==> config.mk <==
export PLATFORM = sky130hd
export DESIGN_NAME = weights_fetch_sequencer
export DESIGN_NICKNAME = d
export VERILOG_FILES = /design/src/rtl/wseq_pkg.sv /design/src/rtl/wseq_addr_counter.sv /design/src/rtl/weights_fetch_sequencer.sv
export SDC_FILE = /design/constraint.sdc
export NUM_CORES = 1
export LEC_CHECK = 0
export BUFFER_PORTS_ARGS = -buffer_cell sky130_fd_sc_hd__buf_2
export CORE_AREA = 10 10 69 60
export DETAILED_ROUTE_END_ITERATION = 7
export DIE_AREA = 0 0 79 70
export GPL_TIMING_DRIVEN = 0
export PLACE_DENSITY = 0.78
export SYNTH_ARGS = -nofsm -noshare
export SYNTH_HDL_FRONTEND = slang
export SYNTH_SLANG_ARGS = --single-unit
==> constraint.sdc <==
create_clock -name i_clk -period 1.84 [get_ports i_clk]
set_clock_uncertainty 0.05 [all_clocks]
set_input_delay 0.184 -clock i_clk [delete_from_list [all_inputs] [get_ports i_clk]]
set_output_delay 0.184 -clock i_clk [all_outputs]
set_load 0.005 [all_outputs]
==> src/rtl/wseq_pkg.sv <==
// wseq_pkg: uCode field layout, per-layer Mode one-hots, layer and state encodings
// shared by the weights fetch sequencer and its address counter.
package wseq_pkg;
    localparam int WIDTH_MSB = 14;
    localparam int DEPTH_MSB = 10;
    localparam int MODE_MSB  = 5;
    localparam int EN_BIT    = 0;

    localparam logic [4:0] MODE_CONV1 = 5'b10000;
    localparam logic [4:0] MODE_CONV2 = 5'b01000;
    localparam logic [4:0] MODE_CONV3 = 5'b00100;
    localparam logic [4:0] MODE_FC1   = 5'b00010;
    localparam logic [4:0] MODE_FC2   = 5'b00001;

    typedef enum logic [2:0] {
        L_CONV1 = 3'd0,
        L_CONV2 = 3'd1,
        L_CONV3 = 3'd2,
        L_FC1   = 3'd3,
        L_FC2   = 3'd4
    } layer_e;

    typedef enum logic [1:0] {
        S_IDLE  = 2'd0,
        S_RUN   = 2'd1,
        S_DRAIN = 2'd2
    } state_e;

    function automatic logic [4:0] layer_mode(input layer_e l);
        return l == L_CONV1 ? MODE_CONV1 :
               l == L_CONV2 ? MODE_CONV2 :
               l == L_CONV3 ? MODE_CONV3 :
               l == L_FC1   ? MODE_FC1   : MODE_FC2;
    endfunction

    function automatic logic [14:0] pack_ucode(input logic [3:0] w, input logic [4:0] d,
                                               input logic [4:0] mode, input logic en);
        logic [14:0] u;
        u = '0;
        u[WIDTH_MSB -: 4] = w;
        u[DEPTH_MSB -: 5] = d;
        u[MODE_MSB -: 5]  = mode;
        u[EN_BIT]         = en;
        return u;
    endfunction
endpackage

==> src/rtl/wseq_addr_counter.sv <==
// wseq_addr_counter: nested depth/width address counter, width is the inner loop.
// Holds on the final (d_max, w_max) word so full 32-deep / 16-wide layers never wrap.
module wseq_addr_counter
    import wseq_pkg::*;
(
    input  logic       i_clk,
    input  logic       i_rst,
    input  logic       i_step,
    input  logic       i_clear,
    input  logic [4:0] i_d_max,
    input  logic [3:0] i_w_max,
    output logic [4:0] o_d,
    output logic [3:0] o_w,
    output logic       o_last
);
    logic [4:0] r_d;
    logic [3:0] r_w;

    assign o_d    = r_d;
    assign o_w    = r_w;
    assign o_last = r_d == i_d_max && r_w == i_w_max;

    always_ff @(posedge i_clk or posedge i_rst) begin
        if (i_rst) begin
            r_d <= '0;
            r_w <= '0;
        end else if (i_clear) begin
            r_d <= '0;
            r_w <= '0;
        end else if (i_step && !o_last) begin
            r_w <= r_w == i_w_max ? 4'd0 : r_w + 4'd1;
            if (r_w == i_w_max)
                r_d <= r_d + 5'd1;
        end
    end
endmodule

==> src/rtl/weights_fetch_sequencer.sv <==
// weights_fetch_sequencer: walks a layer's weight RAM address space and drives the RAM uCode bus.
// With WSEQ_AUTO_CHAIN_EN defined, one Start runs from the selected layer through FC_2nd.
module weights_fetch_sequencer
    import wseq_pkg::*;
#(
    parameter int CONV1_DEPTH = 16,
    parameter int CONV1_WIDTH = 1,
    parameter int CONV2_DEPTH = 16,
    parameter int CONV2_WIDTH = 16,
    parameter int CONV3_DEPTH = 16,
    parameter int CONV3_WIDTH = 16,
    parameter int FC1_DEPTH   = 32,
    parameter int FC1_WIDTH   = 16,
    parameter int FC2_DEPTH   = 1,
    parameter int FC2_WIDTH   = 6
) (
    input  logic        i_clk,
    input  logic        i_rst,
    input  logic        i_start,
    input  logic [2:0]  i_layer_sel,
    input  logic        i_abort,
    input  logic        i_step_ready,
    output logic [14:0] o_ucode,
    output logic        o_data_valid,
    output logic        o_data_last,
    output logic        o_busy,
    output logic        o_done,
    output logic        o_err
);
    state_e     r_state;
    layer_e     r_layer;
    logic [4:0] r_mode;
    logic       r_en;
    logic       r_valid;
    logic       r_last;
    logic       r_done;
    logic       r_err;
    logic [4:0] w_d;
    logic [4:0] w_d_max;
    logic [3:0] w_w;
    logic [3:0] w_w_max;
    logic       w_last;
    logic       w_step;
    logic       w_clear;

    assign w_d_max = r_layer == L_CONV1 ? 5'(CONV1_DEPTH - 1) :
                     r_layer == L_CONV2 ? 5'(CONV2_DEPTH - 1) :
                     r_layer == L_CONV3 ? 5'(CONV3_DEPTH - 1) :
                     r_layer == L_FC1   ? 5'(FC1_DEPTH - 1)   : 5'(FC2_DEPTH - 1);
    assign w_w_max = r_layer == L_CONV1 ? 4'(CONV1_WIDTH - 1) :
                     r_layer == L_CONV2 ? 4'(CONV2_WIDTH - 1) :
                     r_layer == L_CONV3 ? 4'(CONV3_WIDTH - 1) :
                     r_layer == L_FC1   ? 4'(FC1_WIDTH - 1)   : 4'(FC2_WIDTH - 1);

    assign w_step  = r_state == S_RUN && i_step_ready && !i_abort;
    assign w_clear = r_state != S_RUN || i_abort;

    wseq_addr_counter u_addr (
        .i_clk   (i_clk),
        .i_rst   (i_rst),
        .i_step  (w_step),
        .i_clear (w_clear),
        .i_d_max (w_d_max),
        .i_w_max (w_w_max),
        .o_d     (w_d),
        .o_w     (w_w),
        .o_last  (w_last)
    );

    assign o_ucode      = pack_ucode(w_w, w_d, r_mode, r_en);
    assign o_data_valid = r_valid;
    assign o_data_last  = r_last;
    assign o_busy       = r_state != S_IDLE;
    assign o_done       = r_done;
    assign o_err        = r_err;

    always_ff @(posedge i_clk or posedge i_rst) begin
        if (i_rst) begin
            r_state <= S_IDLE;
            r_layer <= L_CONV1;
            r_mode  <= '0;
            r_en    <= 1'b0;
            r_valid <= 1'b0;
            r_last  <= 1'b0;
            r_done  <= 1'b0;
            r_err   <= 1'b0;
        end else begin
            r_valid <= w_step;
            r_last  <= w_step && w_last;
            r_done  <= 1'b0;
            r_err   <= 1'b0;
            if (i_abort) begin
                r_state <= S_IDLE;
                r_mode  <= '0;
                r_en    <= 1'b0;
            end else begin
                case (r_state)
                    S_IDLE: if (i_start) begin
                        if (i_layer_sel <= L_FC2) begin
                            r_layer <= layer_e'(i_layer_sel);
                            r_mode  <= layer_mode(layer_e'(i_layer_sel));
                            r_en    <= 1'b1;
                            r_state <= S_RUN;
                        end else begin
                            r_err <= 1'b1;
                        end
                    end
                    S_RUN: if (w_step && w_last) r_state <= S_DRAIN;
                    S_DRAIN:
`ifdef WSEQ_AUTO_CHAIN_EN
                        if (r_layer != L_FC2) begin
                            r_layer <= layer_e'(r_layer + 3'd1);
                            r_mode  <= r_mode >> 1;
                            r_state <= S_RUN;
                        end else
`endif
                        begin
                            r_done  <= 1'b1;
                            r_mode  <= '0;
                            r_en    <= 1'b0;
                            r_state <= S_IDLE;
                        end
                    default: r_state <= S_IDLE;
                endcase
            end
        end
    end
endmodule
# == Word-level counts from Yosys, hierarchy flattened ==
# Cells that the tools add are included.
# totals
ff_bits,24
input_bits,8
wordCells,84
# op_classes
add_sub_neg,2
n_lt_le_gt_ge,1
n_eq_ne,14
n_mux,37
n_bitwise,1
n_reduce_logical,19
# ops
operator,count
2-to-1 mux 5 bit,11
2-to-1 mux 4 bit,8
== test 3 x 2 -> 1 bit (second input constant),4
2-to-1 mux 2 bit,5
case mux 5 bit (2 select lines),1
2-to-1 mux 1 bit,9
== test 3 x 1 -> 1 bit (second input constant),2
zero test 3 bit,2
inequality test 3 bit (second input constant),2
AND reduction 3 bit,2
nonzero test 2 bit,3
adder 5 x 1 -> 5 bit (second input constant),1
== test 5 bit,1
logical AND 1 bit,5
adder 4 x 1 -> 4 bit (second input constant),1
== test 4 bit,1
case mux 2 bit (2 select lines),1
AND reduction 4 bit,1
less-or-equal comparator 3 bit (second input constant),1
2-to-1 mux 3 bit,1
inequality test 3 x 2 -> 1 bit (second input constant),1
nonzero test 3 bit,1
== test 2 x 1 -> 1 bit (second input constant),1
== test 2 bit (second input constant),1
other kinds (7),8

# == Longest topological paths before layout ==
# depth
word_depth,11
mapped_depth,6
mapped_depth_nobuf,5

# == Modules after synthesis ==
# A second synthesis with hierarchy kept.
# hier_totals
hier_cells,121
area_unflattened_um2,1247.4
# by_module_without_submodules
mod,instances,cells_each,area_each_um2,seq_area_each_um2
weights_fetch_sequencer,1,59,661.9,375.4
wseq_addr_counter,1,62,585.6,225.2

# == Least setup slack after synthesis ==
# OpenSTA, ideal clock, no wires.
# synth_timing
path_kind,reg-to-reg
start,"register u_addr.r_d[3], in the netlist u_addr.o_d[3]"
end,register r_state[0]
setup_ps,118
arrival_ps,1720
t_required_ps,1672
setup_slack_ps,-48
path_stages_with_launch,6
n_path_buf,0
cell_sequence,dfrtp_1 or4b_4 o32a_1 nor4b_4 a21oi_1 a21o_1
# synth_between
elab_chain_cells,5
# synth_lines
element,line,rtl
"start, declared",wseq_addr_counter.sv:16,logic [4:0] r_d;
"start signal, assigned",wseq_addr_counter.sv:33,r_d <= r_d + 5'd1;
== test 5 bit,wseq_addr_counter.sv:21,assign o_last = r_d == i_d_max && r_w == i_w_max;
logical AND 1 bit,wseq_addr_counter.sv:21,
logical AND 1 bit,weights_fetch_sequencer.sv:108,S_RUN: if (w_step && w_last) r_state <= S_DRAIN;
inequality test 3 x 2 -> 1 bit (no line),--,
AND reduction 3 bit (no line),--,
"end signal, assigned",weights_fetch_sequencer.sv:103,r_state <= S_RUN;
"end signal, assigned",weights_fetch_sequencer.sv:108,
"end signal, assigned",weights_fetch_sequencer.sv:121,r_state <= S_IDLE;
"end, declared",weights_fetch_sequencer.sv:30,state_e r_state;
# Every way passes these cells.
# A chain may end at the register's enable or synchronous reset.

# == Worst setup path after layout ==
# layout_timing
start,"register u_addr.r_d[0], in the netlist u_addr.o_d[0]"
end,register r_state[0]
# The elaborated chain is that of the path after synthesis.

==> run_results.csv <==
group,metric,value,unit
floorplanning,core-area,2880,um2
synth,synth_nets,129,
power_and_ir_drop,powerDensity,723,nW/um2
detailed_routing,finalWirelength,3600,um
synth,synth-seq-cells,24,
cells_and_area,fill_cells,252,
cts,clockBufferDepth,2,
setup_path,cp_max_fo,3,
floorplanning,placementRows,18,
sta,hold_violations,15,
placed_design,io_buffer_count,24,
floorplanning,die_y,70,um
synth,yosysTopAreaCell,"dfrtp_1",
cells_and_area,fin_area,1670,um2
synth,synth_enable_flop_cells,0,
cts,clkSinkCount,24,
global_route,grt_pass1_vias,1114,
setup_path,worst_setup_path_start_kind,"flip-flop",
detailed_routing,avgRoutedWirePerCell,18.0,um
sta,rsz0062_at_grt,"true",
synth,synth_top_area_frac,0.482,
setup_path,crit_type,"reg -> reg",
synth,yosys-top-cells-area,"dfrtp_1 (48%), nor2_1 (4.8%), a21oi_1 (3.2%)",
power_and_ir_drop,p_total,1.21,mW
sta,setup_slack,-0.174,ns
setup_path,crit_required,2.01,ns
flow_run,drv_cap,0,
detailed_routing,drc,0,
cells_and_area,final_nets,171,
detailed_routing,viasPerCell,5.63,
setup_path,critPathMaxStageDelay,0.57,ns
setup_path,cp-end-kind,"flip-flop",
status,outcome,"finished with violations",
sta,fmax,497,MHz
detailed_routing,initialDrtViolationCount,92,
sta,worst_pin_slew,0.911,ns
power_and_ir_drop,ir_drop,0.297,mV
synth,yosysWarnings,0,
cells_and_area,num_antenna_cells,0,
detailed_routing,vias,1125,
power_and_ir_drop,p_leak,0.772,nW
cells_and_area,drive_above_1_share,0.413,
cts,insertion_delay,0.32,ns
synth,synth_most_common_cell,"dfrtp_1",
sta,slew_headroom,0.392,
detailed_routing,dr.pass1.iters,4,
cts,clock-root-buffer,"clkbuf_4",
synth,synth_area,1250,um2
cts,cts_buffers,3,
cts,cts_tree,"yes",
placed_design,dpl_worst_slack,-0.175,ns
sta,setup_viol,8,
setup_path,crit_chain,"or4b_4 > o32a_1 > nor4b_4 > a21oi_2 > a21o_1",
synth,synthTopCellsByCount,"dfrtp_1 (24), nor2_1 (16), a21oi_1 (8), nand2_1 (8)",
setup_path,worst_ep_arrival_time,2.18,ns
sta,fin_hold_ws,-0.0126,ns
sta,drv_slew,0,
floorplanning,start_util,0.432,
synth,synthCells,119,
synth,yosysSeqAreaShare,0.482,
cts,clk_pin_slew,0.13,ns
hold_path,hp-class,"in -> async",
global_route,grt_max_degree,25,
global_route,antenna_found_initial,0,
synth,synth.avg_cell_area,10.5,um2
placed_design,dp_hpwl,2170,um
floorplanning,die_x,79,um
global_route,grt_remaining_overflow,0,
synth,ys.flop_type,"dfrtp_1",
placed_design,place.gp.congestion,0.819,
sta,period_share,1.09,
cells_and_area,syn2layout_area_growth,34.0,%
synth,synth.distinct_cells,43,
sta,tns,-0.925,ns
placed_design,placed_area,1420,um2
setup_path,slowest_stage,"or4b_4",
global_route,grt_pass1_wl,5430,um
cells_and_area,fin_cells,200,
status,violations,"hold timing, setup timing",
setup_path,reg2reg_depth,5,
floorplanning,num_io_pins,28,
sta,finalCriticalPeriod,2.01,ns
synth,synthArstFlopShare,1.00,
placed_design,dp.cells,183,
detailed_routing,drtAntennaViolNets,0,
global_route,grt_use_total,0.120,
floorplanning,dieArea,5530,um2
cts,h-tree-depth,1,
[flip-flops by register name, indices dropped and copies added (netlist names)]
register      count
o_data_valid      1
r_mode            5
u_addr.o_w        4
r_en              1
r_layer           3
o_err             1
r_state           2
u_addr.o_d        5
o_done            1
o_data_last       1
[kinds of logic after synthesis]
logic type | count (synthesis) | share of synthesized area
mux | 2 | 0.0221
buf+inv | 9 | 0.0311
fa+ha+maj | 2 | 0.0201
xor+xnor | 3 | 0.0211
flops | 24 | 0.482
simple gates | 47 | 0.209
compound gates | 32 | 0.215
[what timing repair did]
item,4_1_cts,5_1_grt
pin swaps,12,7
gates cloned,0,0
endpoints found under the hold margin,0,0
buffers inserted,12,1
hold buffers,0,0
resized for setup,9,12
setup endpoints to repair,13,10
[power breakdown]
part	leakage (nW)	internal, mW	switching [mW]
combinational	0.428	0.152	0.188
sequential	0.323	0.554	0.0342
clock	0.0210	0.121	0.159
[per-layer routing]
metal / vias up / part of all wire / GRT usage
met2: 40 / 0.54 / 0.211
met4: 0 / 0.024 / 0.0616
met5: - / 0 / 0
met1: 552 / 0.38 / 0.133
li1: 523 / - / -
met3: 10 / 0.060 / 0.0217
[path summary, 6_finish.rpt]
check | startpoint | to | slack, ns
worst min register to register | r_state[0] | o_done | 0.45
worst max-delay path | u_addr.o_d[0] | r_state[0] | -0.17
worst max register to register | u_addr.o_d[0] | r_state[0] | -0.17
min in group i_clk | i_abort | o_done | 0.02
worst min-delay path | i_rst | u_addr.o_d[4] | -0.01
max in group asynchronous | i_rst | r_layer[2] | 1.13
[area by class of cell]
class / count / area [um2] / share of cell area
buffer: 5 / 23.8 / 0.0142
inverter: 4 / 15.0 / 0.00899
timing repair buffer: 37 / 221 / 0.133
clock buffer: 4 / 36.3 / 0.0217
tap: 40 / 50.0 / 0.0300
sequential: 24 / 603 / 0.361
multi-input combinational: 86 / 721 / 0.431
[critical path, delay by kind of cell (launching register included)]
kind	cells	cell delay, ns
and+or+nand+nor	2	0.95
AOI/OAI and AO/OA	3	0.48
DFF	1	0.43
[placed cells by master (no fill, tap or decap), types with 2 or more instances in the layout]
cell | netlist | final
a2111oi_4 | 1 | 2
a21oi_1 | 8 | 6
a21oi_2 | 0 | 2
a22o_1 | 3 | 3
a31oi_1 | 3 | 3
a32o_1 | 2 | 2
and2_1 | 3 | 3
buf_2 | 0 | 24
buf_4 | 1 | 13
clkbuf_1 | 3 | 3
clkbuf_4 | 0 | 3
dfrtp_1 | 24 | 22
dfrtp_2 | 0 | 2
ha_1 | 2 | 2
inv_1 | 4 | 4
nand2_1 | 8 | 8
nand3_2 | 0 | 2
nor2_1 | 16 | 16
nor3_1 | 4 | 3
nor3b_1 | 3 | 2
o21ai_0 | 3 | 2
[stage by stage]
stage                util  hold slack [ns]
floorplan               -            0.149
CTS                 0.549           0.0225
global placement    0.491            0.354
detailed placement  0.491            0.360
finish              0.579          -0.0126
global route        0.579           0.0397
No activity file was read; power rests on OpenSTA's default activity.
